$ cat src/rtl/pll_seq_pkg.sv
// rtl/pll_seq_pkg.sv - shared state encodings and timer sizing for the PLL reset sequencer
package pll_seq_pkg;

  localparam int STATE_W = 3;

  typedef enum logic [STATE_W-1:0] {
    S_PLL_RST   = 3'd0,
    S_WAIT_LOCK = 3'd1,
    S_STABLE    = 3'd2,
    S_HOLD      = 3'd3,
    S_RUN       = 3'd4
  } state_t;

  // Timer must hold the largest per-state cycle budget; one spare bit keeps it clear of wrap.
  function automatic int timer_width(input int a, input int b, input int c, input int d);
    int m;
    m = a;
    if (b > m) m = b;
    if (c > m) m = c;
    if (d > m) m = d;
    return $clog2(m) + 1;
  endfunction

endpackage

$ cat src/rtl/sync_bit.sv
// rtl/sync_bit.sv - multi-flop synchroniser for a single asynchronous bit
module sync_bit #(
  parameter int STAGES = 2
) (
  input  logic i_clk,
  input  logic i_reset,
  input  logic i_d,
  output logic o_q
);

  logic [STAGES-1:0] r_sync;

  // Shift the asynchronous input through the chain; reset clears every stage.
  always_ff @(posedge i_clk) begin
    if (i_reset) begin
      r_sync <= '0;
    end else begin
      r_sync <= {r_sync[STAGES-2:0], i_d};
    end
  end

  assign o_q = r_sync[STAGES-1];

endmodule

$ cat src/rtl/pll_reset_sequencer.sv
// rtl/pll_reset_sequencer.sv - PLL reset / lock supervisor releasing system reset after stable lock
module pll_reset_sequencer
  import pll_seq_pkg::*;
#(
  parameter int PLL_RST_CYCLES      = 16,
  parameter int LOCK_TIMEOUT_CYCLES = 50000,
  parameter int LOCK_STABLE_CYCLES  = 1024,
  parameter int SYS_RST_HOLD_CYCLES = 64,
  parameter int SYNC_STAGES         = 2,
  parameter int CNT_W               = 8
) (
  input  logic               i_clkin,
  input  logic               i_reset,
  input  logic               i_pll_lock,
  output logic               o_pll_reset,
  output logic               o_sys_rst,
  output logic               o_ready,
  output logic [CNT_W-1:0]   o_retry_count,
  output logic [CNT_W-1:0]   o_lock_loss_count,
  output logic [STATE_W-1:0] o_state_dbg
);

  localparam int TIMER_W = timer_width(PLL_RST_CYCLES, LOCK_TIMEOUT_CYCLES,
                                       LOCK_STABLE_CYCLES, SYS_RST_HOLD_CYCLES);

  localparam logic [TIMER_W-1:0] PLL_END     = TIMER_W'(PLL_RST_CYCLES - 1);
  localparam logic [TIMER_W-1:0] TIMEOUT_END = TIMER_W'(LOCK_TIMEOUT_CYCLES - 1);
  localparam logic [TIMER_W-1:0] STABLE_END  = TIMER_W'(LOCK_STABLE_CYCLES - 1);
  localparam logic [TIMER_W-1:0] HOLD_END    = TIMER_W'(SYS_RST_HOLD_CYCLES - 1);

  state_t             r_state;
  state_t             w_next;
  logic [TIMER_W-1:0] r_timer;
  logic [CNT_W-1:0]   r_retry_count;
  logic [CNT_W-1:0]   r_lock_loss_count;
  logic               r_pll_reset;
  logic               r_sys_rst;
  logic               r_ready;
  logic               w_lock_s;
  logic               w_retry_inc;
  logic               w_loss_inc;

  sync_bit #(
    .STAGES (SYNC_STAGES)
  ) u_lock_sync (
    .i_clk   (i_clkin),
    .i_reset (i_reset),
    .i_d     (i_pll_lock),
    .o_q     (w_lock_s)
  );

  // Next-state and counter-event decode; a lock drop is checked before any timer expiry.
  always_comb begin
    w_next      = r_state;
    w_retry_inc = 1'b0;
    w_loss_inc  = 1'b0;
    case (r_state)
      S_PLL_RST: begin
        if (r_timer == PLL_END) w_next = S_WAIT_LOCK;
      end
      S_WAIT_LOCK: begin
        if (w_lock_s) begin
          w_next = S_STABLE;
        end else if (r_timer == TIMEOUT_END) begin
          w_next      = S_PLL_RST;
          w_retry_inc = 1'b1;
        end
      end
      S_STABLE: begin
        if (!w_lock_s) w_next = S_WAIT_LOCK;
        else if (r_timer == STABLE_END) w_next = S_HOLD;
      end
      S_HOLD: begin
        if (!w_lock_s) w_next = S_PLL_RST;
        else if (r_timer == HOLD_END) w_next = S_RUN;
      end
      S_RUN: begin
        if (!w_lock_s) begin
          w_next     = S_PLL_RST;
          w_loss_inc = 1'b1;
        end
      end
      default: w_next = S_PLL_RST;
    endcase
  end

  // State register plus outputs decoded from the next state so they move with the state.
  always_ff @(posedge i_clkin) begin
    if (i_reset) begin
      r_state     <= S_PLL_RST;
      r_pll_reset <= 1'b1;
      r_sys_rst   <= 1'b1;
      r_ready     <= 1'b0;
    end else begin
      r_state     <= w_next;
      r_pll_reset <= (w_next == S_PLL_RST);
      r_sys_rst   <= (w_next != S_RUN);
      r_ready     <= (w_next == S_RUN);
    end
  end

  // Shared timer counts cycles spent in the current state; idle in RUN, cleared on any move.
  always_ff @(posedge i_clkin) begin
    if (i_reset) begin
      r_timer <= '0;
    end else if ((w_next != r_state) || (r_state == S_RUN)) begin
      r_timer <= '0;
    end else begin
      r_timer <= r_timer + TIMER_W'(1);
    end
  end

  // Saturating event counters for lock timeouts and in-service lock losses.
  always_ff @(posedge i_clkin) begin
    if (i_reset) begin
      r_retry_count     <= '0;
      r_lock_loss_count <= '0;
    end else begin
      if (w_retry_inc && (r_retry_count != {CNT_W{1'b1}})) begin
        r_retry_count <= r_retry_count + CNT_W'(1);
      end
      if (w_loss_inc && (r_lock_loss_count != {CNT_W{1'b1}})) begin
        r_lock_loss_count <= r_lock_loss_count + CNT_W'(1);
      end
    end
  end

  assign o_pll_reset       = r_pll_reset;
  assign o_sys_rst         = r_sys_rst;
  assign o_ready           = r_ready;
  assign o_retry_count     = r_retry_count;
  assign o_lock_loss_count = r_lock_loss_count;
  assign o_state_dbg       = r_state;

endmodule
$ cat config.mk
export PLATFORM = sky130hd
export DESIGN_NAME = pll_reset_sequencer
export DESIGN_NICKNAME = d
export VERILOG_FILES = /design/src/rtl/pll_seq_pkg.sv /design/src/rtl/sync_bit.sv /design/src/rtl/pll_reset_sequencer.sv
export SDC_FILE = /design/constraint.sdc
export NUM_CORES = 1
export LEC_CHECK = 0
export CORE_MARGIN = 5
export CORE_UTILIZATION = 35
export CTS_BUF_LIST = sky130_fd_sc_hd__clkbuf_8
export DETAILED_ROUTE_END_ITERATION = 8
export PLACE_DENSITY_LB_ADDON = 0.08
export REMOVE_ABC_BUFFERS = 1
export SYNTH_ARGS = -nofsm -noshare
export SYNTH_HDL_FRONTEND = slang
export SYNTH_HIERARCHICAL = 1
export SYNTH_SLANG_ARGS = --single-unit
export TNS_END_PERCENT = 1
$ cat constraint.sdc
create_clock -name i_clkin -period 2.82 [get_ports i_clkin]
set_input_delay 0.564 -clock i_clkin [delete_from_list [all_inputs] [get_ports i_clkin]]
set_output_delay 0.564 -clock i_clkin [all_outputs]
set_load 0.005 [all_outputs]
Word-level counts from Yosys, hierarchy flattened
Cells that the tools add are included.

Input bits: 3. ROM bits: 0. Word-level logic and storage cells: 44. Memories kept: 0. Latch bits: 0. Register bits after elaboration: 41. Output and inout bits: 22. Memory bits (writable): 0.

Eq/ne operators: 13. $add $sub $neg: 3. $lt $le $gt $ge: 0. $mul: 0. Bitwise gates (word level): 0. Div/mod/pow operators: 0. Shift-type cells: 0. Reductions and logical operators: 6. Muxes and demuxes: 14.

Operators by type and width (count): 3-bit two-way mux (8); 17-bit by 1-bit adder with 17-bit output (second input constant) (1); 17-bit by 10-bit == test with 1-bit output (second input constant) (1); 17-bit by 16-bit == test with 1-bit output (second input constant) (1); 17-bit by 4-bit == test with 1-bit output (second input constant) (1); 17-bit by 6-bit == test with 1-bit output (second input constant) (1); 8-bit by 1-bit adder with 8-bit output (second input constant) (2); 8-bit inequality test (second input constant) (2); 3-bit one-hot mux with 5 select lines (1); 3-bit by 2-bit == test with 1-bit output (second input constant) (2); 3-bit == test (second input constant) (2); 3-bit logical NOT (2); 1-bit two-way mux (5); 3-bit by 1-bit == test with 1-bit output (second input constant) (1); 3-bit inequality test (1); 3-bit inequality test (second input constant) (1); 1-bit logical AND (2); 2-bit OR reduction (1); 1-bit logical OR (1).

Depth between registers and ports, before layout
Word-level depth: 7. Depth in mapped cells: 8. Depth with buffers taken out: 6.

Modules after synthesis
The synthesis kept the hierarchy.

Modules (own cells, without submodules): pll_reset_sequencer (sequential area each 780.7 um^2, area an instance 1878.1 um^2, cells an instance 210, times used 1); sync_bit (sequential area each 40.0 um^2, area an instance 52.6 um^2, cells an instance 4, times used 1).

Least setup slack after synthesis
No wires, ideal clock.

Path kind: reg2reg. Start point: register r_timer[0]. End point: register r_timer[10]. Required time: 2.742 ns. Slack: 0.960 ns. Arrival: 1.783 ns. Clock period less this slack: 1.860 ns. Cell stages (with the launch flop): 9. Setup time: 0.078 ns. Path buffers: 2. Path through: dfxtp_1 -> ha_1 -> and3_1 -> nand3_2 -> nor3_1 -> or4_1 -> buf_2 -> buf_2 -> nor3_1.

Cells in the longest elaborated chain, start to end: 7. Elaborated cells on any way between the ends: 16. Those cells by class: 1 x add/sub; 5 x eq/ne; 8 x mux; 2 x reduce/logical.

Ends and longest elaborated chain: start, declared (RTL line pll_reset_sequencer.sv:33) `logic [TIMER_W-1:0] r_timer;`; start signal, assigned (RTL line pll_reset_sequencer.sv:109) `r_timer <= r_timer + TIMER_W'(1);`; 17-bit by 6-bit == test with 1-bit output (tied with other cells) (RTL line pll_reset_sequencer.sv:75) `else if (r_timer == HOLD_END) w_next = S_RUN;`; 3-bit two-way mux, on equally long branches (RTL line pll_reset_sequencer.sv:75, pll_reset_sequencer.sv:64, pll_reset_sequencer.sv:71); 3-bit two-way mux, on equally long branches (RTL line pll_reset_sequencer.sv:74, pll_reset_sequencer.sv:62, pll_reset_sequencer.sv:70); 3-bit one-hot mux with 5 select lines (RTL line pll_reset_sequencer.sv:57) `case (r_state)`; 3-bit inequality test (RTL line pll_reset_sequencer.sv:106) `end else if ((w_next != r_state) || (r_state == S_RUN)) begin`; 1-bit logical OR (RTL line pll_reset_sequencer.sv:106); 2-bit OR reduction (no line).

Several ways; a longest one is shown, not always the timed one. A chain may end at the register's enable or synchronous reset.

Worst setup path after layout
Start point: register r_timer[0]. End point: register r_retry_count[6] (netlist: o_retry_count[6]).

Cells in the longest elaborated chain, start to end: 5.

Ends and longest elaborated chain: 17-bit by 16-bit == test with 1-bit output (RTL line pll_reset_sequencer.sv:64) `end else if (r_timer == TIMEOUT_END) begin`; 1-bit two-way mux (RTL line pll_reset_sequencer.sv:64); 1-bit two-way mux (RTL line pll_reset_sequencer.sv:62) `if (w_lock_s) begin`; 1-bit two-way mux (RTL line pll_reset_sequencer.sv:57); 1-bit logical AND (RTL line pll_reset_sequencer.sv:119) `if (w_retry_inc && (r_retry_count != {CNT_W{1'b1}})) begin`; end signal, assigned (RTL line pll_reset_sequencer.sv:120) `r_retry_count <= r_retry_count + CNT_W'(1);`; end, declared (RTL line pll_reset_sequencer.sv:34) `logic [CNT_W-1:0] r_retry_count;`.

No other way between the ends.

==> impl_metrics.toml <==
[outcome]
status = "completed"

[clock_tree]
post_cts_buffers = 0
cts_tree = "built"
cts_root_buf = "clkbuf_8"
cts-resized-gates = 0
ctsHoldBuffers = 0
cts_num_sinks = 41
insertion_delay_ns = 0.29
path_clk_slew_ns = 0.08
cts_buffers = 5
max-clock-path-buffers = 2
htreeDepth = 2

[drt]
routed_via_density = 4.98
wl_per_cell_um = 13.1
drt_first_iter_violations = 63
final_antenna_net_count = 0
dr.pass1.iters = 4
wl_um = 4060
drc = 0
vias = 1544

[placed_design]
dp_hpwl_um = 2920
place_ws_ns = 0.563
place_congestion = 0.721
place_area_sq_um = 2220
io_buffers = 24

[finish]
n_antenna_cell = 0
areaGrowthSynthToFinish_pct = 20.2
fillerInstances = 574
fin_nets = 243
postLayoutCellArea_sq_um = 2320
drive_gt1_share_pct = 7.56

[global_routing]
grt_pass1_wl_um = 7160
gr-total-overflow = 0
antenna_found_initial = 0
grt_usage_pct = 12.2
grt_max_degree = 22
grt_pass1_vias = 1584

[logic_synthesis]
ys_seq_area_share_pct = 42.5
synth_area_sq_um = 1930
synth_top_area_share_pct = 42.5
yosys_most_used_dff = "dfxtp_1"
synth.distinct_cells = 44
synth.most_common_cell = "dfxtp_1"
yosysTopAreaCell = "dfxtp_1"
avgSynthCellArea_sq_um = 9.02
yosys_warnings = 6
synth_cells = 214
ys_ff_latch = 41
synthTopCellsByArea = "dfxtp_1 43%, xor2_1 6.4%, nor3_1 4.1%"
synthTopCellsByCount = "41 x dfxtp_1, 19 x nor2_1, 16 x nor3_1"
synthArstFlopShare_pct = 0
synth_edf_count = 0

[sta]
period_share_pct = 77.5
post-route-min-period_ns = 2.19
setup_ws_ns = 0.634
slew_viol_final = 0
max_freq_mhz = 457
tightest_slew_ns = 0.606
slew_headroom_pct = 59.6
rsz0062_at_grt = "false"
fin_skew_ns = 0.00824
tns_ns = 0
setup_viol = 0
hold_viol = 0

[floorplan]
io-pin-count = 25
fp.dieH_um = 84.3
die_w_um = 84.3
die_area_sq_um = 7100
start_util_pct = 35.5
core_sq_um = 5440
row_count = 27

[setup_path]
crit_arrival_ns = 2.42
worstSetupStartpointType = "register"
crit_path_end_kind = "register"
crit_type = "register to register"
cp.required_ns = 3.05
critPathMaxFanout = 11

[pwr]
power_density_nw_per_um2 = 444
p_leak_nw = 0.781
power_mw = 1.03
ir_worst_vdd_mv = 0.288

[min_path]
hold_path_class = "register to register"

[run]
cap_viol_max_count = 0
==> power breakdown <==
part           internal, mW  switching [mW]  total, mW
combinational       0.00912          0.0128     0.0219
clock                 0.221           0.199      0.420
sequential            0.583         0.00523      0.589
==> state kept, by name, summed over array words and instances, names as in the netlist <==
name,flops
u_lock_sync/r_sync,2
r_timer,17
o_retry_count,8
o_sys_rst,1
o_pll_reset,1
o_lock_loss_count,8
o_ready,1
o_state_dbg,3
==> layer usage <==
| layer | global-route usage [%] | vias up | routed length, um | part of all wire [%] |
|---|---|---|---|---|
| li1 | - | 808 | - | - |
| met1 | 15.3 | 712 | 2000 | 49 |
| met2 | 19.4 | 17 | 1870 | 46 |
| met3 | 3.34 | 7 | 129 | 3.2 |
| met4 | 5.56 | 0 | 61 | 1.5 |
| met5 | 0 | - | 0 | 0 |
==> area by class of cell <==
| cell class | count | area (sq um) | share of cell area [%] |
|---|---|---|---|
| Inverter | 3 | 11.3 | 0.485 |
| Timing Repair Buffer | 25 | 248 | 10.7 |
| Clock buffer | 7 | 96.3 | 4.15 |
| Sequential cell | 41 | 821 | 35.4 |
| Tap cell | 72 | 90.1 | 3.88 |
| Multi-Input combinational cell | 161 | 1050 | 45.2 |
| Clock inverter | 1 | 5.00 | 0.216 |
==> kinds of logic (layout without fill, tap and decap cells) <==
| logic type | count (synthesis) | after routing | synth area share, % |
|---|---|---|---|
| flops | 41 | 41 | 42.5 |
| xor+xnor | 23 | 23 | 10.4 |
| buf+inv | 12 | 36 | 3.18 |
| compound gates | 24 | 24 | 9.01 |
| fa+ha+maj | 3 | 3 | 1.94 |
| simple gates | 109 | 109 | 31.9 |
| mux | 2 | 2 | 1.04 |
==> layout by cell type (no fill, tap or decap), drive strengths merged, types with 7 or more instances in the layout <==
master	n
xnor2	9
xor2	14
dfxtp	41
clkbuf	7
nand2	14
nand3	12
nor3	16
o21ai	8
nor2	19
a21oi	7
clkdlybuf4s50	24
==> critical path, cell delays in order, from the launching register on <==
cell and delay, ns:
dfxtp_1 0.38, ha_1 0.22, nand3_1 0.20, nor4_2 0.32, nand4b_1 0.39, or3_1 0.47, a21oi_1 0.14
==> path summary, 6_finish.rpt <==
path | startpoint | to | depth (start not counted) | slack [ns]
min reg2reg | u_lock_sync/r_sync[0] | u_lock_sync/r_sync[1] | 1 | 0.44
max reg2reg | r_timer[0] | o_retry_count[6] | 6 | 0.63
min | u_lock_sync/r_sync[0] | u_lock_sync/r_sync[1] | 1 | 0.44
max | r_timer[0] | o_retry_count[6] | 6 | 0.63
==> metrics by stage <==
stage          utilization [%]  cells  hold slack [ns]
4_1_cts                   42.7    310            0.447
2_1_floorplan                -    205            0.414
3_3_place_gp              40.8    302            0.428
5_1_grt                   42.7    310            0.459
3_5_place_dp              40.8    302            0.427
6_report                  42.7    310            0.443
(Power assumes the default switching activity.)
